### config.mk
export PLATFORM = sky130hd
export DESIGN_NAME = click_square_encoder_flat
export DESIGN_NICKNAME = d
export VERILOG_FILES = /design/src/rtl/click_square_encoder_if.sv /design/src/rtl/click_square_encoder.sv /design/src/flat_wrapper.sv
export SDC_FILE = /design/constraint.sdc
export NUM_CORES = 1
export LEC_CHECK = 0
export BUFFER_PORTS_ARGS = -buffer_cell sky130_fd_sc_hd__buf_2
export CAP_MARGIN = 20
export CORE_UTILIZATION = 40
export CTS_CLUSTER_DIAMETER = 200
export CTS_CLUSTER_SIZE = 28
export DETAILED_ROUTE_END_ITERATION = 7
export SYNTH_ARGS = -nofsm -noshare
export SYNTH_HDL_FRONTEND = slang
export SYNTH_SLANG_ARGS = --single-unit
### constraint.sdc
create_clock -name clk_100MHz -period 2.45 [get_ports clk_100MHz]
set_clock_uncertainty 0.2 [all_clocks]
set_input_delay 0.245 -clock clk_100MHz [delete_from_list [all_inputs] [get_ports clk_100MHz]]
set_output_delay 0.245 -clock clk_100MHz [all_outputs]
set_load 0.05 [all_outputs]
### src/rtl/click_square_encoder_if.sv
// Pointer/button inputs and square-select outputs between
// the pin front end and the tic-tac-toe game FSM.
interface click_square_encoder_if;
    logic [9:0] ptr_x;
    logic [9:0] ptr_y;
    logic       btn_click;
    logic       btn_erase;
    logic       btn_restart;
    logic [8:0] cuadro;
    logic       randomClick;
    logic       erase;
    logic       restart;
    logic       busy;

    modport master (
        output ptr_x, ptr_y,
        output btn_click, btn_erase, btn_restart,
        input  cuadro, randomClick,
        input  erase, restart, busy
    );

    modport slave (
        input  ptr_x, ptr_y,
        input  btn_click, btn_erase, btn_restart,
        output cuadro, randomClick,
        output erase, restart, busy
    );
endinterface

### src/rtl/click_square_encoder.sv
// Debounced pointer/button front end: one-hot square select,
// any-click pulse and held erase/restart requests for the game FSM.
module click_square_encoder #(
    parameter int DEBOUNCE_CYCLES = 1000000,
    parameter int HOLD_CYCLES     = 16,
    parameter int BOARD_X0        = 170,
    parameter int BOARD_Y0        = 90,
    parameter int CELL_W          = 100,
    parameter int CELL_H          = 100
) (
    input logic clk_100MHz,
    input logic reset,
    click_square_encoder_if.slave io
);

    localparam int CW = $clog2(DEBOUNCE_CYCLES + 1);
    localparam int HW = $clog2(HOLD_CYCLES + 1);
    localparam logic [CW-1:0] DEB_LAST  = CW'(DEBOUNCE_CYCLES - 1);
    localparam logic [HW-1:0] HOLD_LAST = HW'(HOLD_CYCLES - 1);

    localparam logic [10:0] X0 = 11'(BOARD_X0);
    localparam logic [10:0] X1 = 11'(BOARD_X0 + CELL_W);
    localparam logic [10:0] X2 = 11'(BOARD_X0 + 2 * CELL_W);
    localparam logic [10:0] X3 = 11'(BOARD_X0 + 3 * CELL_W);
    localparam logic [10:0] Y0 = 11'(BOARD_Y0);
    localparam logic [10:0] Y1 = 11'(BOARD_Y0 + CELL_H);
    localparam logic [10:0] Y2 = 11'(BOARD_Y0 + 2 * CELL_H);
    localparam logic [10:0] Y3 = 11'(BOARD_Y0 + 3 * CELL_H);

    typedef enum logic [1:0] {IDLE, HOLD, WAIT_REL} state_t;

    // bit 0 = click, bit 1 = erase, bit 2 = restart
    logic [2:0]    raw, s1, s2, db, armed, ev;
    logic [1:0]    vld;
    logic [CW-1:0] cnt     [3];
    logic [CW-1:0] arm_cnt [3];

    assign raw = {io.btn_restart, io.btn_erase, io.btn_click};

    always_ff @(posedge clk_100MHz or negedge reset) begin
        if (!reset) begin
            s1  <= '0;
            s2  <= '0;
            vld <= '0;
        end else begin
            s1  <= raw;
            s2  <= s1;
            vld <= {vld[0], 1'b1};
        end
    end

    // A button must be seen released (debounced) after reset before
    // its next rising edge counts, so a button held through reset is ignored.
    always_ff @(posedge clk_100MHz or negedge reset) begin
        if (!reset) begin
            db    <= '0;
            armed <= '0;
            for (int i = 0; i < 3; i++) begin
                cnt[i]     <= '0;
                arm_cnt[i] <= '0;
            end
        end else begin
            for (int i = 0; i < 3; i++) begin
                if (s2[i] != db[i]) begin
                    if (cnt[i] == DEB_LAST) begin
                        db[i]  <= s2[i];
                        cnt[i] <= '0;
                    end else begin
                        cnt[i] <= cnt[i] + CW'(1);
                    end
                end else begin
                    cnt[i] <= '0;
                end
                if (!armed[i]) begin
                    if (vld[1] && !s2[i]) begin
                        if (arm_cnt[i] == DEB_LAST) armed[i] <= 1'b1;
                        else arm_cnt[i] <= arm_cnt[i] + CW'(1);
                    end else begin
                        arm_cnt[i] <= '0;
                    end
                end
            end
        end
    end

    always_comb begin
        ev = '0;
        for (int i = 0; i < 3; i++)
            ev[i] = armed[i] & s2[i] & ~db[i] & (cnt[i] == DEB_LAST);
    end

    logic [10:0] x, y;
    logic [1:0]  col, row;
    logic        col_ok, row_ok;
    logic [3:0]  idx;
    logic [8:0]  sq;

    assign x = {1'b0, io.ptr_x};
    assign y = {1'b0, io.ptr_y};

    always_comb begin
        col    = 2'd0;
        col_ok = 1'b1;
        unique case (1'b1)
            (x >= X0 && x < X1): col = 2'd0;
            (x >= X1 && x < X2): col = 2'd1;
            (x >= X2 && x < X3): col = 2'd2;
            default:             col_ok = 1'b0;
        endcase
        row    = 2'd0;
        row_ok = 1'b1;
        unique case (1'b1)
            (y >= Y0 && y < Y1): row = 2'd0;
            (y >= Y1 && y < Y2): row = 2'd1;
            (y >= Y2 && y < Y3): row = 2'd2;
            default:             row_ok = 1'b0;
        endcase
        idx = {2'b00, row} * 4'd3 + {2'b00, col};
        sq  = (col_ok && row_ok) ? (9'b1 << idx) : 9'b0;
    end

    state_t        state, state_n;
    logic [8:0]    cuadro_q, cuadro_n;
    logic          rc_q, rc_n;
    logic [HW-1:0] ccnt, ccnt_n;

    always_ff @(posedge clk_100MHz or negedge reset) begin
        if (!reset) begin
            state    <= IDLE;
            cuadro_q <= '0;
            rc_q     <= 1'b0;
            ccnt     <= '0;
        end else begin
            state    <= state_n;
            cuadro_q <= cuadro_n;
            rc_q     <= rc_n;
            ccnt     <= ccnt_n;
        end
    end

    always_comb begin
        state_n  = state;
        cuadro_n = cuadro_q;
        rc_n     = 1'b0;
        ccnt_n   = ccnt;
        unique case (state)
            IDLE: begin
                if (ev[0]) begin
                    state_n  = HOLD;
                    cuadro_n = sq;
                    rc_n     = 1'b1;
                    ccnt_n   = HOLD_LAST;
                end
            end
            HOLD: begin
                if (ccnt == '0) begin
                    cuadro_n = '0;
                    state_n  = WAIT_REL;
                end else begin
                    ccnt_n = ccnt - HW'(1);
                end
            end
            WAIT_REL: begin
                if (!db[0]) state_n = IDLE;
            end
            default: state_n = IDLE;
        endcase
    end

    logic [1:0]    hold_on;
    logic [HW-1:0] hcnt [2];

    always_ff @(posedge clk_100MHz or negedge reset) begin
        if (!reset) begin
            hold_on <= '0;
            hcnt[0] <= '0;
            hcnt[1] <= '0;
        end else begin
            for (int j = 0; j < 2; j++) begin
                if (hold_on[j]) begin
                    if (hcnt[j] == '0) hold_on[j] <= 1'b0;
                    else hcnt[j] <= hcnt[j] - HW'(1);
                end else if (ev[j+1]) begin
                    hold_on[j] <= 1'b1;
                    hcnt[j]    <= HOLD_LAST;
                end
            end
        end
    end

    assign io.cuadro      = cuadro_q;
    assign io.randomClick = rc_q;
    assign io.erase       = hold_on[0];
    assign io.restart     = hold_on[1];
    assign io.busy        = (state != IDLE);

endmodule

### src/flat_wrapper.sv
// flat-port wrapper written by rule: the top's interface ports become plain ports
module click_square_encoder_flat 
#(
    parameter int DEBOUNCE_CYCLES = 1000000,
    parameter int HOLD_CYCLES     = 16,
    parameter int BOARD_X0        = 170,
    parameter int BOARD_Y0        = 90,
    parameter int CELL_W          = 100,
    parameter int CELL_H          = 100
)
  (clk_100MHz, reset, io_ptr_x, io_ptr_y, io_btn_click, io_btn_erase, io_btn_restart, io_cuadro, io_randomClick, io_erase, io_restart, io_busy);
  click_square_encoder_if io_i ();
  input logic clk_100MHz;
  input logic reset;
  input wire logic [$bits(io_i.ptr_x)-1:0] io_ptr_x;
  input wire logic [$bits(io_i.ptr_y)-1:0] io_ptr_y;
  input wire logic [$bits(io_i.btn_click)-1:0] io_btn_click;
  input wire logic [$bits(io_i.btn_erase)-1:0] io_btn_erase;
  input wire logic [$bits(io_i.btn_restart)-1:0] io_btn_restart;
  output wire logic [$bits(io_i.cuadro)-1:0] io_cuadro;
  output wire logic [$bits(io_i.randomClick)-1:0] io_randomClick;
  output wire logic [$bits(io_i.erase)-1:0] io_erase;
  output wire logic [$bits(io_i.restart)-1:0] io_restart;
  output wire logic [$bits(io_i.busy)-1:0] io_busy;
  assign io_i.ptr_x = io_ptr_x;
  assign io_i.ptr_y = io_ptr_y;
  assign io_i.btn_click = io_btn_click;
  assign io_i.btn_erase = io_btn_erase;
  assign io_i.btn_restart = io_btn_restart;
  assign io_cuadro = io_i.cuadro;
  assign io_randomClick = io_i.randomClick;
  assign io_erase = io_i.erase;
  assign io_restart = io_i.restart;
  assign io_busy = io_i.busy;
  click_square_encoder #(.DEBOUNCE_CYCLES(DEBOUNCE_CYCLES), .HOLD_CYCLES(HOLD_CYCLES), .BOARD_X0(BOARD_X0), .BOARD_Y0(BOARD_Y0), .CELL_W(CELL_W), .CELL_H(CELL_H)) u_core (.clk_100MHz(clk_100MHz), .reset(reset), .io(io_i));
endmodule
## Word-level counts from Yosys, hierarchy flattened

Index checks and enable logic that the tools add are counted.

| cells by class | value |
|---|---|
| add/sub/neg operators | 10 |
| $mul | 1 |
| divide/modulo/power cells | 0 |
| order comparisons | 12 |
| equal/unequal tests | 20 |
| shift operators | 1 |
| mux-type cells | 50 |
| bitwise operators | 15 |
| reductions and logical operators | 34 |

Operators by type and width:

| cell | count |
|---|---|
| $mux W20 | 12 |
| $add A20 B1 Y20 const B | 6 |
| $eq A20 B20 Y1 const B | 6 |
| $lt A10 B9 Y1 const B | 5 |
| $mux W5 | 8 |
| $ge A10 B9 Y1 const B | 3 |
| $mux W9 | 3 |
| $ge A10 B8 Y1 const B | 2 |
| $mux W1 | 19 |
| $pmux W9 S2 | 1 |
| $reduce_and A2 Y1 | 8 |
| $logic_not A5 Y1 | 3 |
| $sub A5 B1 Y5 const B | 3 |
| $ne A2 B2 Y1 const B | 7 |
| $ge A10 B7 Y1 const B | 1 |
| $logic_and A1 B1 Y1 | 10 |
| $lt A10 B8 Y1 const B | 1 |
| $pmux W5 S2 | 1 |
| $and A1 B1 Y1 | 9 |
| $reduce_and A3 Y1 | 3 |
| $shl A1 B4 Y9 const A | 1 |
| $pmux W2 S2 | 2 |
| $reduce_bool A2 Y1 | 4 |
| $mux W2 | 3 |
| 11 further kinds | 22 |

| word-level totals | value |
|---|---|
| register bits | 163 |
| bits in latches | 0 |
| RAM bits | 0 |
| memory bits (read-only) | 0 |
| input port bits | 25 |
| output and inout bits | 13 |
| word-level logic and storage cells | 163 |
| memories | 0 |

## Longest topological paths before layout

Gate-level depths: netlist of the first run.

| depth | value |
|---|---|
| depth after elaboration | 9 |
| mapped depth | 12 |
| gate-level depth less buffers | 12 |

## Worst setup path after synthesis of the first run

OpenSTA, ideal clock, no wires.

| timing | value |
|---|---|
| path kind | input port to flip-flop |
| start point | input port io_ptr_y[6] |
| end point | register u_core.cuadro_q[6], in the netlist u_core.io.cuadro[6] |
| library setup time | 83 ps |
| arrival time | 2768 ps |
| required time | 2167 ps |
| path slack | -600 ps |
| stages | 11 |
| buffers on the path | 0 |
| cells stage by stage | or4_1 o21ai_0 nand4b_1 inv_1 fa_1 ha_1 fa_1 nor2_1 and4b_1 nand3_1 o21ai_0 |

| between the ends | value |
|---|---|
| cells in the longest elaborated chain, start to end | 9 |
| elaborated cells between the ends (all ways) | 19 |
| those cells by class | 1 x add/sub; 1 x mul; 6 x order compare; 1 x shift; 5 x mux; 5 x reduce/logical |

RTL lines:

| what | RTL line | RTL |
|---|---|---|
| start, declared | flat_wrapper.sv:16 | `input wire logic [$bits(io_i.ptr_y)-1:0] io_ptr_y;` |
| $ge A10 B9 Y1, or another cell as far along | click_square_encoder.sv:115 | `(y >= Y2 && y < Y3): row = 2'd2;` |
| $logic_and A1 B1 Y1 (on tied branches) | click_square_encoder.sv:115, click_square_encoder.sv:114 |  |
| $pmux W2 S2 | click_square_encoder.sv:112 | `unique case (1'b1)` |
| $mul A2 B2 Y4 | click_square_encoder.sv:118 | `idx = {2'b00, row} * 4'd3 + {2'b00, col};` |
| $add A4 B2 Y4 | click_square_encoder.sv:118 |  |
| $shl A1 B4 Y9 | click_square_encoder.sv:119 | `sq = (col_ok && row_ok) ? (9'b1 << idx) : 9'b0;` |
| $mux W9 (*) | click_square_encoder.sv:119 |  |
| $mux W9 (*) | click_square_encoder.sv:148 | `if (ev[0]) begin` |
| $pmux W9 S2 (*) | click_square_encoder.sv:146 | `unique case (state)` |
| end signal, assigned | click_square_encoder.sv:135 | `cuadro_q <= cuadro_n;` |
| end, declared | click_square_encoder.sv:123 | `logic [8:0] cuadro_q, cuadro_n;` |

Every way passes the cells marked *; elsewhere a longest branch is shown, timed or not. The select of a mux whose other input is x is not followed.
A chain may end at the register's enable or synchronous reset.

## Worst setup path in the final report of the first run

Same ends and word-level chain as after synthesis.

==> run metrics, run 1 <==
Worst Max-Slew Pin Slew 0.639 ns; Wirelength per Cell 13.5 um; ANT nets after route 0; row cnt 52; RSZ-0062 raised after global routing true; violated checks setup timing; core area 0.0204 mm2; Die Ht 146 um; vias per inst 5.27; Clk pin slew, worst setup/hold paths 0.06 ns; worst setup margin -0.255 ns; Critical Path AT 2.86 ns; WHS Path Cells 5; synthesized flop and latch total 163; fin. max-slew vios 0; Levels on crit path 11; Final Wtd Congestion 0.750; Final Util 48.5%; Fin. Hold Viols 0; Netlist cell types 65; Met3 Routed Length 525 um; drt initial violations 324; most frequent CP cell o21ai_1; Clock Latency Late Sink 0.43 ns; FF-to-FF path depth 5; CTS root buffer clkbuf_16; Ant. Diodes 0; EDFF count, synth 0; Max-slew headroom 57.0%; number of max-cap violations 0; Crit Path Max Fanout 4; via count 6549; slowest cell delay on critical path 0.57 ns; Synth Net Count 908; pre-CTS setup slack -0.814 ns; crit path time final 2.71 ns; first-pass GRT wire length 29.1 mm; sequential element share of the synthesized area 48.9%; largest net degree at the start of global routing 52; Max IR drop VDD 0.316 mV; Critical Path Source Type input pin; mapped cell area 0.00835 mm2; NumNets Final 1002; Metal-1 WL 8.50 mm; dpl cell area 0.00919 mm2; Power Dens Cells 573 mW/mm2; Leak 4.26 nW; fmax 370 MHz; H-tree Lvls 4; Fin Setup TNS -1.59 ns; initial antenna violation count 0; TritonCTS clock tree done; Final setup viols 9; CP Capture Type register; Setup CP Type input pin to register; maximum clock insertion buffer count 2; CP required 2.60 ns; CTS Buf Count 17; Top Metal Used met4; drt drc 0; die footprint 0.0214 mm2; die width 146 um; I/O pin total 38; clk sinks 163; PortBufs 35; outcome finished, violations left; vias in the first global route 6179; Syn. warnings 0; GR Overflow Total 0; cell area after layout 0.00988 mm2; Mapped Avg Cell Area 9.65 um2; Worst Path Buf+Inv 2; overall routing resource usage 16.4%; Detailed Place HPWL 11.6 mm; initial core utilization 41.0%; drt total wl 16.7 mm; Area Growth Syn to Fin 18.4%; layout cell share with drive strength beyond 1 16.4%; critical path, cell by cell buf_6 > or4_1 > o21ai_1 > nand4b_1 > inv_1 > fa_1 > ha_2 > fa_2 > and4b_1 > nand3_2 > o21ai_1; DRT Pass-1 Iters 4; asr flop ratio synth 100%; Design Power 5.66 mW; Final period util 110%; Worst path slowest cell fa_2; Main synth FF type dfrtp_1; Post-Synthesis Cells 865; WL met2 7.52 mm; Crit path max-delay family adder cells; Hold Crit Class input pin to register
==> cell type report <==
cell class / instances / area, um2
repair buffers: 93 / 677
fillers: 1895 / 10500
inverters: 28 / 110
clock buffers: 18 / 439
multi-input cells: 656 / 4100
flip-flops and latches: 163 / 4080
clock inverters: 14 / 143
well taps: 270 / 338
==> stage by stage <==
| step | instances | hold slack, ns |
|---|---|---|
| after floorplan | 865 | -0.251 |
| after global placement | 1204 | 0.0368 |
| after detailed placement | 1204 | 0.0375 |
| after CTS | 1241 | 0.0399 |
| after global routing | 1242 | 0.0705 |
| final | 1242 | 0.0674 |
==> kinds of logic after synthesis <==
| group | synth area share (%) |
|---|---|
| AND/OR/NAND/NOR | 26.6 |
| flip-flops | 48.9 |
| AO/OA/AOI/OAI | 9.46 |
| XOR/XNOR | 8.39 |
| buffers and inverters | 2.73 |
| adder cells (fa/ha/maj) | 2.88 |
| multiplexers | 1.03 |
| other | 0.0449 |
==> path summary, 6_finish.rpt <==
path	start	end	slack [ns]
setup / recovery	io_ptr_y[6]	u_core.io.cuadro[6]	-0.26
hold / removal	io_ptr_x[9]	u_core.io.cuadro[8]	0.07
setup reg to reg	u_core.arm_cnt[15]	u_core.arm_cnt[5]	0.18
hold reg to reg	u_core.vld[0]	u_core.vld[1]	0.15
max in group asynchronous	reset	u_core.cnt[36]	1.25
min in group asynchronous	reset	u_core.hcnt[0]	0.17
==> what timing repair did <==
action,4_1_cts,5_1_grt
resized for setup,10,4
setup buffers,1,1
hold buffers,4,0
pin swaps,6,3
endpoints found under the hold margin,120,0
endpoints found under the setup margin,9,9
==> Yosys cell counts, types with 9 or more instances <==
| cell | number | area (um2) |
|---|---|---|
| dfrtp_1 | 163 | 4080 |
| or2_2 | 9 | 56.3 |
| nand4_1 | 29 | 181 |
| nand3_1 | 54 | 270 |
| and3_1 | 16 | 100 |
| nor2_1 | 109 | 409 |
| nand2b_1 | 10 | 62.6 |
| o31ai_1 | 21 | 158 |
| xnor2_1 | 32 | 280 |
| o21ai_0 | 47 | 235 |
| ha_1 | 16 | 200 |
| nor4_1 | 15 | 93.8 |
| and4_1 | 9 | 78.8 |
| nor3_1 | 19 | 95.1 |
| or4_1 | 14 | 105 |
| nand2_1 | 73 | 274 |
| a21oi_1 | 32 | 160 |
| or3_1 | 9 | 56.3 |
| inv_1 | 27 | 101 |
| xor2_1 | 48 | 420 |
| nor2b_1 | 13 | 81.3 |
==> metal layers <==
metal  vias up  track usage, %
met3        16            3.81
met5         -               0
met2        89            25.6
li1       3287               -
met4         0            5.31
met1      3157            22.5
==> worst reg2reg max path, cell delays in order (launching register included) <==
cell and delay, ns:
dfrtp_1 0.41, or4_1 0.54, nor4_2 0.36, a31o_2 0.37, or3_2 0.20, o21ai_0 0.07
==> state kept, by name, summed over array words and instances (netlist names) <==
| name | flops |
|---|---|
| u_core.state | 2 |
| u_core.io.randomClick | 1 |
| u_core.armed | 3 |
| u_core.cnt | 60 |
| u_core.ccnt | 5 |
| u_core.io.cuadro | 9 |
| u_core.vld | 2 |
| u_core.hcnt | 10 |
| u_core.arm_cnt | 60 |
| u_core.hold_on | 2 |
| u_core.s2 | 3 |
| u_core.s1 | 3 |
| u_core.db | 3 |
==> cells in the final DEF, fill, tap and decap left out, types with 7 or more instances in the layout <==
cell and count:
dfrtp_1 163, nor2_1 108, nand2_1 73, nand3_1 52, buf_4 51, xor2_1 48
o21ai_0 39, a21oi_1 32, xnor2_1 32, buf_2 32, nand4_1 29, inv_1 27
o31ai_1 21, nor3_1 18, clkbuf_16 17, and3_1 16, nor4_1 15, ha_1 15
or4_1 14, nor2b_1 12, nand2b_1 10, and4_1 9, or2_2 9, o21ai_1 8
or3_1 8, and2_1 7
==> where the power goes <==
group          switching [mW]  total (mW)  internal (mW)
Combinational           0.172       0.294          0.122
Clock                    1.17        2.63           1.46
Sequential             0.0224        2.74           2.71
Note: power is estimated with default switching activity, not from simulation.
==> run 2: changes to the inputs <==
--- a/config.mk
+++ b/config.mk
@@ -7,6 +7,7 @@
 export LEC_CHECK = 0
 export BUFFER_PORTS_ARGS = -buffer_cell sky130_fd_sc_hd__buf_2
 export CAP_MARGIN = 20
+export CORE_ASPECT_RATIO = 0.5
 export CORE_UTILIZATION = 40
 export CTS_CLUSTER_DIAMETER = 200
 export CTS_CLUSTER_SIZE = 28
==> run metrics, run 2 (synthesized netlist as in run 1, its figures left out) <==
worst setup margin -0.285 ns (-0.0291 ns); core area 0.0200 mm2 (-2.0%); layout cell share with drive strength beyond 1 16.1% (-0.30 points); Final period util 112% (+1.2 points); WL met2 7.96 mm (+5.9%); DRT Pass-1 Iters 7 (+3); Critical Path AT 2.86 ns (about the same); H-tree Lvls 4 (unchanged); Worst path slowest cell fa_2; Design Power 5.71 mW (+0.92%); via count 6520 (-0.44%); drt drc 2 (+2); Final Wtd Congestion 0.821 (+9.5%); CP required 2.58 ns (-0.02 ns); vias in the first global route 6538 (+5.8%); die width 206 um (+41%); row cnt 36 (-31%); critical path, cell by cell buf_8 > buf_6 > or4_4 > o21ai_2 > nand4b_1 > inv_1 > fa_1 > ha_2 > fa_2 > buf_4 > buf_6 > nand2_2 > o31ai_1; Power Dens Cells 579 mW/mm2 (+1.1%); RSZ-0062 raised after global routing true; PortBufs 35 (unchanged); die footprint 0.0215 mm2 (+0.16%); Fin Setup TNS -2.00 ns (-0.409 ns); crit path time final 2.73 ns (+0.0291 ns); most frequent cells in the layout 163 x dfrtp_1, 108 x nor2_1, 72 x nand2_1; outcome finished, violations left; most frequent CP cell buf_6; Fin. Hold Viols 0 (unchanged); overall routing resource usage 17.1% (+0.66 points); commonest non-fill, non-tap cell in the layout dfrtp_1; drt initial violations 374 (+15%); Max IR drop VDD 0.440 mV (+39%); Clk pin slew, worst setup/hold paths 0.07 ns (about the same); I/O pin total 38 (unchanged); CTS Buf Count 17 (unchanged); biggest regs u_core.arm_cnt (60), u_core.cnt (60), u_core.hcnt (10); Max-slew headroom 59.5% (+2.5 points); Clock Latency Late Sink 0.42 ns (about the same); Leak 4.24 nW (-0.39%); maximum clock insertion buffer count 2 (unchanged); number of fill cells 1830 (-3.4%); CTS root buffer clkbuf_16; GR Overflow Total 0 (unchanged); clk sinks 163 (unchanged); Area Growth Syn to Fin 18.2%; Detailed Place HPWL 11.5 mm (-0.35%); TritonCTS clock tree done; area of the multi-input gates 0.00412 mm2 (+0.49%); CP Capture Type register; Metal-1 WL 8.25 mm (-3.0%); crit path from io_ptr_y[4]; ANT nets after route 0 (unchanged); initial core utilization 41.8% (+0.84 points); largest net degree at the start of global routing 59 (+13%); Worst Max-Slew Pin Slew 0.605 ns (-0.0343 ns); Final setup viols 9 (unchanged); violated checks DRC, setup timing; Wirelength per Cell 13.7 um (+1.6%); FF-to-FF Start u_core.arm_cnt[15]; Met3 Routed Length 482 um (-8.2%); NumNets Final 995 (-0.70%); Seq. cell area 0.00408 mm2 (unchanged); vias per inst 5.30 (+0.45%); drt total wl 16.9 mm (+0.67%); Worst Hold Launch io_ptr_x[9]; slowest cell delay on critical path 0.58 ns (about the same); Ant. Diodes 0 (unchanged); fin. max-slew vios 0 (unchanged); Setup CP Type input pin to register; number of max-cap violations 0 (unchanged); Die Ht 104 um (-29%); first-pass GRT wire length 30.1 mm (+3.5%); initial antenna violation count 0 (unchanged); Critical Path Source Type input pin; Top Metal Used met4; fmax 366 MHz (-1.1%); Crit Path Max Fanout 4 (unchanged); Hold Crit Class input pin to register
==> run 2: cell count changes in the layout (fill, tap and decap cells not counted), moves of 3 or more <==
cell,before,now
buf_4,51,43
clkbuf_1,0,3
clkinv_2,1,5
inv_6,5,0
==> run 2: final timing paths <==
path                                          to  slack (ns)  cells past startpoint
min in group asynchronous         u_core.cnt[57]        0.15                      2
max reg2reg                   u_core.arm_cnt[14]        0.14                      6
max in group asynchronous  u_core.io.randomClick        1.15                      3
min reg2reg                         u_core.s2[0]        0.15                      0
max                          u_core.io.cuadro[4]       -0.28                     13
min                          u_core.io.cuadro[8]        0.09                      5
==> run 2: layout make-up <==
class                   instances  area share, %
multi-input cells             656           41.8
flip-flops and latches        163           41.3
repair buffers                 86           6.38
clock buffers                  22           4.71
well taps                     266           3.37
clock inverters                10           1.33
inverters                      28           1.12
==> run 2: stage by stage <==
stage / setup slack (ns) / cells / utilization [%] / instance area (um2) / hold slack, ns
final: -0.285 / 1231 / 49.4 / 9870 / 0.0855
after floorplan: -0.477 / 865 / - / 8360 / -0.251
after global placement: -0.700 / 1190 / 45.6 / 9100 / 0.0455
after global routing: -0.371 / 1231 / 49.4 / 9870 / 0.108
after CTS: -0.216 / 1229 / 49.2 / 9810 / 0.0446
after detailed placement: -0.793 / 1190 / 45.6 / 9100 / 0.0482
==> run 2: worst max-delay path: cells and delay by family <==
family / cells / cell delay [ns]
buf+inv: 5 / 0.51
fa+ha+maj: 3 / 1.20
simple gates: 3 / 0.60
compound gates: 2 / 0.30
==> run 2: what timing repair did <==
item,4_1_cts,5_1_grt
resized for setup,16,9
endpoints found under the hold margin,57,0
pin swaps,3,10
setup endpoints to repair,9,10
setup buffers,3,2
hold buffers,4,0
==> run 2: power breakdown <==
| group | leakage (nW) | internal [mW] | switching, mW |
|---|---|---|---|
| Sequential | 2.20 | 2.72 | 0.0253 |
| Clock | 0.294 | 1.65 | 1.03 |
| Combinational | 1.74 | 0.117 | 0.171 |
==> run 2: per-layer routing <==
metal,track usage [%],vias up
met1,22.2,3162
met2,28.1,71
li1,-,3272
met3,4.54,15
met4,4.36,0
met5,0,-
==> run 3: changes to the inputs <==
--- a/config.mk
+++ b/config.mk
@@ -7,11 +7,14 @@
 export LEC_CHECK = 0
 export BUFFER_PORTS_ARGS = -buffer_cell sky130_fd_sc_hd__buf_2
 export CAP_MARGIN = 20
+export CELL_PAD_IN_SITES_DETAIL_PLACEMENT = 1
+export CELL_PAD_IN_SITES_GLOBAL_PLACEMENT = 2
 export CORE_ASPECT_RATIO = 0.5
 export CORE_UTILIZATION = 40
 export CTS_CLUSTER_DIAMETER = 200
 export CTS_CLUSTER_SIZE = 28
 export DETAILED_ROUTE_END_ITERATION = 7
+export PLACE_DENSITY_LB_ADDON = 0.1
 export SYNTH_ARGS = -nofsm -noshare
 export SYNTH_HDL_FRONTEND = slang
 export SYNTH_SLANG_ARGS = --single-unit
==> run metrics, run 3 (synthesized netlist as in run 1, its figures left out) <==
drt initial violations 284 (-24%); WHS Path Cells 5 (unchanged); Fin. Hold Viols 0 (unchanged); CP required 2.62 ns (+0.04 ns); H-tree Lvls 4 (unchanged); cell area after layout 0.00999 mm2 (+1.2%); first-pass GRT wire length 34.5 mm (+15%); worst setup margin -0.259 ns (+0.0256 ns); Fin Setup TNS -2.02 ns (-0.0235 ns); vias per inst 5.39 (+1.8%); fmax 369 MHz (+0.94%); PortBufs 35 (unchanged); row cnt 36 (unchanged); Setup CP Type input pin to register; initial core utilization 41.8% (unchanged); FF-to-FF Start u_core.cnt[40]; CTS root buffer clkbuf_16; Power Dens Cells 590 mW/mm2 (+1.9%); most frequent cells in the layout 163 x dfrtp_1, 108 x nor2_1, 72 x nand2_1; DRT Pass-1 Iters 7 (unchanged); Clock Latency Late Sink 0.44 ns (+0.02 ns); Wirelength per Cell 15.9 um (+16%); die footprint 0.0215 mm2 (unchanged); overall routing resource usage 20.2% (+3.1 points); R2R setup slack 0.10 ns (-0.04 ns); Final Util 50.1% (+0.61 points); Critical Path Source Type input pin; biggest regs u_core.arm_cnt (60), u_core.cnt (60), u_core.hcnt (10); Hold Crit Class input pin to register; outcome finished, violations left; CTS Buf Count 17 (unchanged); Final Wtd Congestion 0.798 (-2.9%); commonest non-fill, non-tap cell in the layout dfrtp_1; TritonCTS clock tree done; NumNets Final 1009 (+1.4%); Final setup viols 9 (unchanged); drt total wl 19.8 mm (+17%); dpl cell area 0.00921 mm2 (+1.2%); clk sinks 163 (unchanged); Final period util 111% (-1.0 points); die width 206 um (unchanged); Detailed Place HPWL 13.9 mm (+20%); Area Growth Syn to Fin 19.7%; GR Overflow Total 0 (unchanged); Max IR drop VDD 0.300 mV (-32%); crit path time final 2.71 ns (-0.0256 ns); I/O pin total 38 (unchanged); CP Capture Type register; FF-to-FF path depth 7 (+1); Leak 4.32 nW (+1.8%); vias in the first global route 7119 (+8.9%); fin. max-slew vios 0 (unchanged); Clk pin slew, worst setup/hold paths 0.07 ns (about the same); ANT nets after route 0 (unchanged); Min Hold Slack 0.0843 ns (-0.00117 ns); Worst Hold Launch io_ptr_x[9]; Hold Path End u_core.io.cuadro[8]; Worst Max-Slew Pin Slew 0.730 ns (+0.125 ns); core area 0.0200 mm2 (unchanged); violated checks DRC, setup timing; largest net degree at the start of global routing 64 (+8.5%); non-filler cells, final 1245 (+1.1%); RSZ-0062 raised after global routing true; layout cell share with drive strength beyond 1 17.0% (+0.89 points); worst reg2reg path endpoint u_core.io.cuadro[4]; number of max-cap violations 0 (unchanged); via count 6710 (+2.9%); Critical Path AT 2.88 ns (+0.02 ns); drt drc 4 (+2); placed cells 1205 (+1.3%); Max-slew headroom 50.8% (-8.7 points); Die Ht 104 um (unchanged); maximum clock insertion buffer count 2 (unchanged); Ant. Diodes 0 (unchanged); initial antenna violation count 0 (unchanged); Crit Path Max Fanout 4 (unchanged)
==> run 3: cell types whose count changed in the layout (fill, tap and decap cells not counted), moves of 2 or more <==
cell      previous run  this run
clkinv_2             5         2
clkbuf_8             2         0
buf_4               43        59
clkinv_4             2         4
==> run 3: area by class of cell <==
cell class,count,area (um2)
inverter,28,110
fill,2310,9970
multi-input combinational,656,4130
timing repair buffer,100,723
sequential,163,4080
tap,266,333
clock buffer,20,437
clock inverter,12,180
==> run 3: per-layer routing <==
metal	share of wire, %	track usage [%]
met5	0	0
met4	1.2	7.46
met1	50	27.2
met2	47	31.6
met3	2.1	4.42
==> run 3: worst max-delay path, stage by stage <==
cell      delay [ns]
buf_6           0.09
or4_1           0.50
o21ai_1         0.14
nand4b_1        0.14
inv_1           0.09
fa_1            0.44
ha_2            0.20
fa_2            0.58
and4b_1         0.24
nand3_2         0.09
o21ai_1         0.14
==> run 3: timing repair <==
action / in CTS / in global routing
pin swaps: 5 / 3
gates resized for setup: 13 / 10
hold endpoints to repair: 60 / 0
hold buffers: 4 / 0
buffers inserted: 2 / 2
endpoints found under the setup margin: 9 / 10
==> run 3: where the power goes <==
group | switching, mW | total (mW) | leakage (nW) | internal [mW]
sequential | 0.0245 | 2.74 | 2.20 | 2.71
clock | 1.14 | 2.85 | 0.295 | 1.71
combinational | 0.183 | 0.306 | 1.82 | 0.123
==> run 3: how the worst max path moves through the flow <==
stage | from | end | slack [ns] | cells after the start
finish | io_ptr_y[6] | u_core.io.cuadro[7] | -0.26 | 11
global route | io_ptr_y[6] | u_core.io.cuadro[6] | -0.32 | 11
CTS | io_ptr_y[6] | u_core.io.cuadro[7] | -0.21 | 11
detailed placement | io_ptr_y[3] | u_core.io.cuadro[7] | -0.85 | 11
global placement | io_ptr_y[3] | u_core.io.cuadro[7] | -0.74 | 11
floorplan | io_ptr_y[6] | u_core.io.cuadro[6] | -0.48 | 10
==> run 3: metrics by stage <==
step	total power [mW]	setup slack, ns
after CTS	5.97	-0.209
after global placement	3.07	-0.742
after floorplan	2.90	-0.477
after detailed placement	3.08	-0.849
after global routing	6.12	-0.321
final	5.89	-0.259
